### src/rtl/reg_cut_timeout.sv
// reg_cut_timeout: register-bus pipeline cut between the APB bridge and the
// IOPMP register file. Each request is registered and replayed downstream,
// and the response is registered and returned upstream one cycle later. A
// watchdog aborts a downstream access that hangs, returning ERR_DATA with
// error set, so the upstream bus can never stall forever.
module reg_cut_timeout #(
  parameter int                    ADDR_WIDTH = 32,
  parameter int                    DATA_WIDTH = 32,
  parameter int                    TIMEOUT    = 1024,
  parameter logic [DATA_WIDTH-1:0] ERR_DATA   = 32'hBADCAB1E
) (
  input  logic                    clk_i,
  input  logic                    rst_i,
  input  logic                    up_valid_i,
  input  logic                    up_write_i,
  input  logic [ADDR_WIDTH-1:0]   up_addr_i,
  input  logic [DATA_WIDTH-1:0]   up_wdata_i,
  input  logic [DATA_WIDTH/8-1:0] up_wstrb_i,
  output logic [DATA_WIDTH-1:0]   up_rdata_o,
  output logic                    up_ready_o,
  output logic                    up_error_o,
  output logic                    dn_valid_o,
  output logic                    dn_write_o,
  output logic [ADDR_WIDTH-1:0]   dn_addr_o,
  output logic [DATA_WIDTH-1:0]   dn_wdata_o,
  output logic [DATA_WIDTH/8-1:0] dn_wstrb_o,
  input  logic [DATA_WIDTH-1:0]   dn_rdata_i,
  input  logic                    dn_ready_i,
  input  logic                    dn_error_i,
  output logic                    timeout_o,
  output logic [15:0]             timeout_cnt_o
);

  typedef enum logic [1:0] {
    IDLE,
    REQ,
    RSP
  } state_t;

  // With the watchdog disabled the counter is unused; keep it one bit wide
  // so the declaration stays legal.
  localparam int CW = (TIMEOUT == 0) ? 1 : $clog2(TIMEOUT + 1);
  localparam logic [CW-1:0] CNT_LAST = (TIMEOUT == 0) ? '0 : CW'(TIMEOUT - 1);

  state_t                  state;
  logic                    req_write;
  logic [ADDR_WIDTH-1:0]   req_addr;
  logic [DATA_WIDTH-1:0]   req_wdata;
  logic [DATA_WIDTH/8-1:0] req_wstrb;
  logic [DATA_WIDTH-1:0]   rsp_rdata;
  logic                    rsp_error;
  logic [CW-1:0]           wd_cnt;
  logic                    timeout_q;
  logic [15:0]             timeout_cnt_q;

  // Request/response sequencing and the watchdog; ready beats timeout expiry.
  always_ff @(posedge clk_i) begin
    if (rst_i) begin
      state         <= IDLE;
      req_write     <= 1'b0;
      req_addr      <= '0;
      req_wdata     <= '0;
      req_wstrb     <= '0;
      rsp_rdata     <= '0;
      rsp_error     <= 1'b0;
      wd_cnt        <= '0;
      timeout_q     <= 1'b0;
      timeout_cnt_q <= '0;
    end else begin
      timeout_q <= 1'b0;
      case (state)
        IDLE: begin
          if (up_valid_i) begin
            req_write <= up_write_i;
            req_addr  <= up_addr_i;
            req_wdata <= up_wdata_i;
            req_wstrb <= up_wstrb_i;
            wd_cnt    <= '0;
            state     <= REQ;
          end
        end
        REQ: begin
          if (dn_ready_i) begin
            rsp_rdata <= dn_rdata_i;
            rsp_error <= dn_error_i;
            state     <= RSP;
          end else if ((TIMEOUT != 0) && (wd_cnt == CNT_LAST)) begin
            rsp_rdata <= ERR_DATA;
            rsp_error <= 1'b1;
            timeout_q <= 1'b1;
            if (timeout_cnt_q != 16'hFFFF) begin
              timeout_cnt_q <= timeout_cnt_q + 16'd1;
            end
            state <= RSP;
          end else begin
            wd_cnt <= wd_cnt + CW'(1);
          end
        end
        RSP: begin
          state <= IDLE;
        end
        default: begin
          state <= IDLE;
        end
      endcase
    end
  end

  // Request and response fields are only presented in their own state and
  // are held at zero otherwise, so idle buses carry no stale data.
  always_comb begin
    dn_valid_o = 1'b0;
    dn_write_o = 1'b0;
    dn_addr_o  = '0;
    dn_wdata_o = '0;
    dn_wstrb_o = '0;
    up_ready_o = 1'b0;
    up_error_o = 1'b0;
    up_rdata_o = '0;
    if (state == REQ) begin
      dn_valid_o = 1'b1;
      dn_write_o = req_write;
      dn_addr_o  = req_addr;
      dn_wdata_o = req_wdata;
      dn_wstrb_o = req_wstrb;
    end
    if (state == RSP) begin
      up_ready_o = 1'b1;
      up_error_o = rsp_error;
      up_rdata_o = rsp_rdata;
    end
  end

  assign timeout_o     = timeout_q;
  assign timeout_cnt_o = timeout_cnt_q;

endmodule
### config.mk
export PLATFORM = sky130hd
export DESIGN_NAME = reg_cut_timeout
export DESIGN_NICKNAME = d
export VERILOG_FILES = /design/src/rtl/reg_cut_timeout.sv
export SDC_FILE = /design/constraint.sdc
export NUM_CORES = 1
export LEC_CHECK = 0
export BUFFER_PORTS_ARGS = -buffer_cell sky130_fd_sc_hd__buf_2
export CORE_MARGIN = 1.5
export CORE_UTILIZATION = 40
export CTS_CLUSTER_SIZE = 16
export DETAILED_ROUTE_END_ITERATION = 12
export PLACE_DENSITY = 0.68
export SYNTH_ARGS = -nofsm -noshare
export SYNTH_HDL_FRONTEND = slang
export SYNTH_SLANG_ARGS = --single-unit
export TNS_END_PERCENT = 50
### constraint.sdc
create_clock -name clk_i -period 3.5 [get_ports clk_i]
set_input_delay 0.7 -clock clk_i [delete_from_list [all_inputs] [get_ports clk_i]]
set_output_delay 0.7 -clock clk_i [all_outputs]
set_load 0.01 [all_outputs]
==> flow_summary.json, run 1 <==
{
  "status": "completed",
  "final.setup.tns_ps": 0,
  "grt_max_degree": 60,
  "ys_seq_elements": 132,
  "antenna_cells": 0,
  "clk_latency_ps": 410,
  "cp-start-kind": "flip-flop",
  "fill_cells": 1331,
  "yosys.area.top_type": "dfxtp_1",
  "chipWidth_um": 123,
  "place_congestion": 0.834,
  "cp_top_family": "buffers and inverters",
  "io_pins": 227,
  "top_layer": "met4",
  "clk_path_buf_depth": 2,
  "fmax_mhz": 379,
  "r2r-end": "timeout_cnt_o[11]",
  "cts_tree": "yes",
  "met3_length_mm": 1.08,
  "crit_fanout": 45,
  "ys_types": 52,
  "leakagePower_nw": 3.48,
  "cts_buffers": 17,
  "slew_violations": 0,
  "rsz0062_at_grt": "no",
  "final.period_utilization_pct": 75.4,
  "yosys-top-cells-area": "dfxtp_1, and2_1, nand2_1",
  "worst_path_max_delay_cell": "inv_2",
  "wl_met2_mm": 6.94,
  "dp_slack_ps": 1130,
  "path_class": "flip-flop to output port",
  "hold_path_end": "req_addr[15]",
  "vdd_drop_max_uv": 428,
  "reg2reg_depth": 5,
  "dieArea_sq_mm": 0.0151,
  "ys.flop_type": "dfxtp_1",
  "min-delay-start": "req_addr[15]",
  "drt-met1-wl_mm": 6.60,
  "synthesis.nets": 813,
  "grt_first_pass_wirelength_mm": 23.5,
  "drtIter0Drc": 368,
  "endpoint_kind": "output port",
  "crit_buf_inv": 3,
  "p_per_area_mw_per_mm2": 500,
  "finalHoldViolations": 0,
  "synth_edf_count": 0,
  "multi_input_area_sq_mm": 0.00289,
  "ys_seq_area_share_pct": 45.9,
  "first_pass_iters": 4,
  "nets": 1016,
  "r2r_start": "wd_cnt[0]",
  "rows": 43,
  "cts_resized": 0,
  "period_minus_slack_ps": 2640,
  "vias_per_cell": 4.99,
  "synth.cell_area_sq_mm": 0.00576,
  "syn_inst": 705,
  "seqCellArea_sq_mm": 0.00264,
  "synth_top_area_share_pct": 45.9,
  "cap_viol_max_count": 0,
  "antenna_found_initial": 0,
  "path_cells": "nand2b_1 -> inv_2 -> buf_12 -> and2_1 -> buf_2",
  "drt-total-wl_mm": 14.8,
  "cts_hold_buf": 0,
  "hpwl_mm": 9.64,
  "skew_ps": 13.7,
  "cts.sinks": 132,
  "die_y_um": 123,
  "tightest_slew_ps": 783,
  "synth.most_common_cell": "nand2_1",
  "hold_path.class": "flip-flop to flip-flop",
  "cpPeakStageDelay_ps": 390,
  "postCtsSetupRepairBufs": 0,
  "start_util_pct": 41.2,
  "portBuffers": 226,
  "ant_nets": 0,
  "yosysWarnings": 0,
  "avgRoutedWirePerCell_um": 13.4,
  "gr-usage-all-layers_pct": 19.5,
  "ys_async_sr_fraction_pct": 0,
  "reg2reg_setup_slack_ps": 1350,
  "areaGrowthSynthToFinish_pct": 33.1,
  "vias": 5494,
  "drive_gt1_share_pct": 33.3,
  "post-route-util_pct": 54.8,
  "synth_commonest_cells": "nand2_1, dfxtp_1, and2_1",
  "cts_max_level": 4,
  "overflow": 0,
  "slew_headroom_pct": 47.6,
  "worstPathRequired_ps": 2800,
  "core_area_sq_mm": 0.0140,
  "hold_depth": 2,
  "path_clk_slew_ps": 50,
  "drcViolationCount": 0,
  "worst_slack_ps": 862,
  "worstPathArrival_ps": 1940,
  "crit_cells": 5,
  "setup_viol": 0,
  "root_buffer": "clkbuf_16",
  "grt_pass1_vias": 5000,
  "syn_avg_cell_area_sq_um": 8.17
}
cell families after synthesis:
family,after synthesis,synth area share [%]
adder cells (fa/ha/maj),2,0.434
flip-flops,132,45.9
AND/OR/NAND/NOR,345,30.5
multiplexers,6,1.17
buffers and inverters,57,4.00
AO/OA/AOI/OAI,163,18.0
power by group:
part	internal (mW)	total, mW	switching [mW]
combinational	0.141	0.341	0.200
sequential	1.58	1.60	0.0294
clock	1.26	1.89	0.626
total	2.98	3.83	0.856
layout make-up:
class	count	share of cell area, %
tap	180	2.94
multi-input combinational	516	37.7
inverter	3	0.147
clock buffer	22	6.32
clock inverter	9	1.96
sequential	132	34.5
timing repair buffer	238	16.5
stage by stage:
step	hold WS [ps]	power (mW)	instance area, sq um	cells
2_1_floorplan	416	1.84	5760	705
3_3_place_gp	429	1.98	7030	1069
3_5_place_dp	439	1.98	7030	1069
4_1_cts	450	3.89	7660	1100
5_1_grt	465	4.01	7660	1100
6_report	448	3.83	7660	1100
tightest hold or removal path: stages (launching register included):
cell and delay (ps):
dfxtp_1 300, nand2_1 50, a21oi_1 50
flip-flops by register name (all words and copies together), names as in the netlist:
name and flops:
timeout_cnt_o 16, rsp_error 1, state 2, wd_cnt 11
req_write 1, req_addr 32, rsp_rdata 32, req_wdata 32
req_wstrb 4, timeout_o 1
layer usage:
layer	GRT usage [%]	up-vias
li1	-	2831
met1	24.3	2488
met2	31.0	167
met3	6.37	8
met4	7.83	0
met5	0	-
worst max-delay path by stage:
stage                from           endpoint  slack [ps]
2_1_floorplan  dn_ready_i  timeout_cnt_o[11]        1500
3_3_place_gp   dn_ready_i  timeout_cnt_o[11]        1160
3_5_place_dp   dn_ready_i  timeout_cnt_o[11]        1130
4_1_cts          state[1]      dn_wstrb_o[2]         820
5_1_grt          state[1]     dn_wdata_o[18]         750
6_report         state[1]      dn_wstrb_o[2]         860
placed cells by master (no fill, tap or decap), types with 6 or more instances in the layout:
master | synthesis | routed
o221a_2 | 20 | 20
buf_4 | 1 | 10
nor3_1 | 8 | 8
o31ai_1 | 6 | 6
mux2_2 | 6 | 6
a21oi_1 | 99 | 99
nand2_1 | 163 | 162
nor2b_1 | 7 | 7
dfxtp_1 | 132 | 132
buf_2 | 3 | 225
nor2_1 | 15 | 15
and2_1 | 104 | 103
clkbuf_16 | 0 | 17
nand4_1 | 8 | 8
o21ai_0 | 16 | 16
or4_1 | 7 | 7
nand3_1 | 10 | 10
(Power assumes the default switching activity.)
==> run 2: changes to the inputs <==
--- a/config.mk
+++ b/config.mk
@@ -10,7 +10,7 @@
 export CORE_UTILIZATION = 40
 export CTS_CLUSTER_SIZE = 16
 export DETAILED_ROUTE_END_ITERATION = 12
-export PLACE_DENSITY = 0.68
+export PLACE_DENSITY = 0.7
 export SYNTH_ARGS = -nofsm -noshare
 export SYNTH_HDL_FRONTEND = slang
 export SYNTH_SLANG_ARGS = --single-unit
==> constraint.sdc (replaced) <==
create_clock -name clk_i -period 2.4 [get_ports clk_i]
set_input_delay 0.48 -clock clk_i [delete_from_list [all_inputs] [get_ports clk_i]]
set_output_delay 0.48 -clock clk_i [all_outputs]
set_load 0.01 [all_outputs]
==> flow_summary.json, run 2 (synthesized netlist as in run 1, its figures left out) <==
{
  "p_sw_share_pct": 23.7,
  "fin_cells": 1107,
  "cpPeakStageDelay_ps": 370,
  "tightest_slew_ps": 652,
  "areaGrowthSynthToFinish_pct": 32.9,
  "postCtsSetupRepairBufs": 0,
  "post-route-util_pct": 54.7,
  "gr-usage-all-layers_pct": 19.8,
  "grt_pass1_vias": 4977,
  "drive_gt1_share_pct": 33.9,
  "core_area_sq_mm": 0.0140,
  "total_power_mw": 5.44,
  "worstPathArrival_ps": 1760,
  "antenna_found_initial": 0,
  "path_class": "flip-flop to output port",
  "cp-start-kind": "flip-flop",
  "p_per_area_mw_per_mm2": 711,
  "dieArea_sq_mm": 0.0151,
  "vias_per_cell": 5.06,
  "cap_viol_max_count": 0,
  "cts_hold_buf": 0,
  "portBuffers": 226,
  "avgRoutedWirePerCell_um": 13.8,
  "vdd_drop_max_uv": 462,
  "path_clk_slew_ps": 60,
  "cts_buffers": 17,
  "power_frac_clock_pct": 47.8,
  "nets": 1022,
  "overflow": 0,
  "die_y_um": 123,
  "first_pass_iters": 4,
  "top_regs": "req_addr: 32 flops, req_wdata: 32 flops, rsp_rdata: 32 flops",
  "antenna_cells": 0,
  "path_cells": "nand2b_1 -> buf_4 -> clkinv_1 -> buf_4 -> and2_1 -> buf_2",
  "period_minus_slack_ps": 2240,
  "setup_viol": 0,
  "grt_max_degree": 48,
  "place_congestion": 0.796,
  "combPwrFrac_pct": 9.2,
  "grt_first_pass_wirelength_mm": 23.8,
  "slew_violations": 0,
  "root_buffer": "clkbuf_16",
  "drt-total-wl_mm": 15.3,
  "clk_latency_ps": 410,
  "finalHoldViolations": 0,
  "cts_max_level": 4,
  "chipWidth_um": 123,
  "worstPathRequired_ps": 1920,
  "skew_ps": 5.58,
  "start_util_pct": 41.2,
  "io_pins": 227,
  "drtIter0Drc": 310,
  "final.period_utilization_pct": 93.5,
  "hpwl_mm": 10.4,
  "vias": 5602,
  "placedCellCount": 1075,
  "rows": 43,
  "cts.sinks": 132,
  "final.setup.tns_ps": 0,
  "worst_path_max_delay_cell": "dfxtp_2",
  "p_int_mw": 4.15,
  "p_seq_share_pct": 43.0,
  "cts_tree": "yes",
  "status": "completed",
  "layout_common_cells": "buf_2, nand2_1, dfxtp_1",
  "rsz0062_at_grt": "no",
  "crit_fanout": 34,
  "drcViolationCount": 0,
  "switchingPower_mw": 1.29,
  "ant_nets": 0,
  "slew_headroom_pct": 56.4,
  "endpoint_kind": "output port",
  "layout_commonest_cell": "buf_2",
  "clk_path_buf_depth": 2,
  "critical_path.most_common_cell": "buf_4",
  "fmax_mhz": 446,
  "cts_resized": 0,
  "hold_path.class": "primary input to flip-flop",
  "reg2reg_setup_slack_ps": 260,
  "leakagePower_nw": 3.47
}
-- run 2: final cells by class --
type | instances | area, sq um
Clock inverter | 14 | 161
Inverter | 3 | 11.3
Sequential cell | 132 | 2640
Multi-Input combinational cell | 516 | 2890
Tap cell | 180 | 225
Fill cell | 1379 | 6330
Timing Repair Buffer | 244 | 1280
Clock buffer | 18 | 439
-- run 2: final timing paths --
| path | startpoint | depth (start not counted) | end |
|---|---|---|---|
| worst max-delay path | state[1] | 6 | dn_wdata_o[25] |
| worst min-delay path | up_addr_i[17] | 3 | req_addr[17] |
| worst max register to register | wd_cnt[1] | 5 | timeout_cnt_o[12] |
| worst min register to register | wd_cnt[10] | 2 | wd_cnt[10] |
-- run 2: worst max-delay path: cells and delay by family, from the launching register on --
kind                   cells  cell delay (ps)
DFF                        1              370
buffers and inverters      4              630
and+or+nand+nor            2              340
-- run 2: through the flow --
step           instance area (sq um)  worst slack (ps)  hold WS [ps]
3_5_place_dp                    7050               231           436
4_1_cts                         7650              62.7           277
6_report                        7660               157           300
5_1_grt                         7660              29.6           285
3_3_place_gp                    7050               263           429
2_1_floorplan                   5760               549           416
-- run 2: per-layer routing --
metal	track usage, %	share of wire, %	vias to the layer above
met4	7.04	1.8	0
met1	24.7	44	2545
met3	7.10	8.3	23
li1	-	-	2834
met5	0	0	-
met2	31.5	46	200
-- run 2: power groups by stage --
stage	logic (mW)	registers (mW)	clock network, mW
after floorplan	0.301	2.38	0
after global placement	0.497	2.39	0
after detailed placement	0.503	2.39	0
after CTS	0.505	2.34	2.66
after global routing	0.563	2.35	2.76
final	0.500	2.34	2.60
==> run 3: changes to the inputs <==
--- a/config.mk
+++ b/config.mk
@@ -8,8 +8,10 @@
 export BUFFER_PORTS_ARGS = -buffer_cell sky130_fd_sc_hd__buf_2
 export CORE_MARGIN = 1.5
 export CORE_UTILIZATION = 40
+export CTS_CLUSTER_DIAMETER = 200
 export CTS_CLUSTER_SIZE = 16
 export DETAILED_ROUTE_END_ITERATION = 12
+export MAX_ROUTING_LAYER = met4
 export PLACE_DENSITY = 0.7
 export SYNTH_ARGS = -nofsm -noshare
 export SYNTH_HDL_FRONTEND = slang
==> flow_summary.json, run 3 (synthesized netlist as in run 1, its figures left out) <==
{
  "drt-total-wl_mm": 15.2,
  "period_minus_slack_ps": 2240,
  "first_pass_iters": 4,
  "leakagePower_nw": 3.47,
  "final.setup.tns_ps": 0,
  "grt_max_degree": 48,
  "rows": 43,
  "dp_slack_ps": 231,
  "crit_fanout": 34,
  "dieArea_sq_mm": 0.0151,
  "nets": 1022,
  "cts_hold_buf": 0,
  "path_clk_slew_ps": 60,
  "areaGrowthSynthToFinish_pct": 32.9,
  "dpl_cell_area_sq_mm": 0.00705,
  "clk_path_buf_depth": 2,
  "fill_cells": 1379,
  "cp_top_family": "buffers and inverters",
  "start_util_pct": 41.2,
  "root_buffer": "clkbuf_16",
  "endpoint_kind": "output port",
  "worst_path_max_delay_cell": "dfxtp_2",
  "path_cells": "nand2b_1 -> buf_4 -> clkinv_1 -> buf_4 -> and2_1 -> buf_2",
  "cp-start-kind": "flip-flop",
  "fin_area_sq_mm": 0.00766,
  "final.period_utilization_pct": 93.3,
  "core_area_sq_mm": 0.0140,
  "tightest_slew_ps": 652,
  "path_class": "flip-flop to output port",
  "reg2reg_setup_slack_ps": 270,
  "worstPathArrival_ps": 1760,
  "slew_violations": 0,
  "ant_nets": 0,
  "top_regs": "req_addr: 32 flops, req_wdata: 32 flops, rsp_rdata: 32 flops",
  "cap_viol_max_count": 0,
  "antenna_cells": 0,
  "grt_first_pass_wirelength_mm": 23.8,
  "drcViolationCount": 0,
  "cts_max_level": 4,
  "fmax_mhz": 447,
  "hpwl_mm": 10.4,
  "vias": 5606,
  "gr-usage-all-layers_pct": 20.4,
  "clk_latency_ps": 420,
  "overflow": 0,
  "vdd_drop_max_uv": 461,
  "drtIter0Drc": 332,
  "cts_buffers": 17,
  "chipWidth_um": 123,
  "rsz0062_at_grt": "no",
  "slew_headroom_pct": 56.4,
  "worstPathRequired_ps": 1920,
  "p_per_area_mw_per_mm2": 711,
  "setup_viol": 0,
  "cts_tree": "yes",
  "antenna_found_initial": 0,
  "status": "completed",
  "cts.sinks": 132,
  "skew_ps": 12.0,
  "critical_path.most_common_cell": "buf_4",
  "drive_gt1_share_pct": 33.9,
  "grt_pass1_vias": 4967,
  "layout_common_cells": "buf_2, nand2_1, dfxtp_1",
  "avgRoutedWirePerCell_um": 13.8,
  "portBuffers": 226,
  "layout_commonest_cell": "buf_2",
  "io_pins": 227,
  "cpPeakStageDelay_ps": 370,
  "vias_per_cell": 5.06,
  "place_congestion": 0.807,
  "worst_slack_ps": 161,
  "crit_buf_inv": 4,
  "hold_path.class": "primary input to flip-flop",
  "die_y_um": 123,
  "finalHoldViolations": 0
}
run 3: cell counts in the layout (fill, tap and decap cells not counted):
No cell type changed its count.
run 3: cell type report:
class / count / area (sq um) / share of cell area, %
inverter: 3 / 11.3 / 0.147
tap: 180 / 225 / 2.94
clock inverter: 14 / 161 / 2.11
clock buffer: 18 / 439 / 5.74
sequential: 132 / 2640 / 34.5
timing repair buffer: 244 / 1280 / 16.8
multi-input combinational: 516 / 2890 / 37.8
run 3: path summary, 6_finish.rpt:
path | startpoint | end | cells after the start
worst max-delay path | state[1] | dn_wdata_o[25] | 6
worst min-delay path | up_addr_i[17] | req_addr[17] | 3
worst min register to register | wd_cnt[10] | wd_cnt[10] | 2
worst max register to register | wd_cnt[1] | timeout_cnt_o[12] | 5
run 3: routing by layer:
layer / vias up / track usage (%) / wire length, um
met5: - / - / 0
met4: 0 / 7.04 / 259
met3: 21 / 6.32 / 1120
met2: 194 / 31.5 / 7030
met1: 2555 / 25.3 / 6830
li1: 2836 / - / -
run 3: repair_timing:
item                       4_1_cts  5_1_grt
gates resized for setup          0        2
setup endpoints to repair        0       38
setup buffers                    0        0
run 3: power by group:
group	internal, mW	switching (mW)	total [mW]	leakage, nW
clock	1.65	0.953	2.60	0.283
combinational	0.207	0.292	0.499	2.11
sequential	2.30	0.0455	2.34	1.08
total	4.15	1.29	5.44	3.47
run 3: stage by stage:
| step | instances | total power [mW] | hold slack, ps | utilization [%] |
|---|---|---|---|---|
| after floorplan | 705 | 2.68 | 416 | - |
| after global placement | 1075 | 2.88 | 429 | 50.4 |
| after detailed placement | 1075 | 2.89 | 436 | 50.4 |
| after CTS | 1107 | 5.51 | 277 | 54.7 |
| after global routing | 1107 | 5.68 | 283 | 54.7 |
| final | 1107 | 5.44 | 292 | 54.7 |
run 3: worst reg2reg max path: cells and delay by family, from the launching register on:
kind          cells  cell delay, ps
fa+ha+maj         1             220
mux               1             370
simple gates      3            1040
flops             1             390
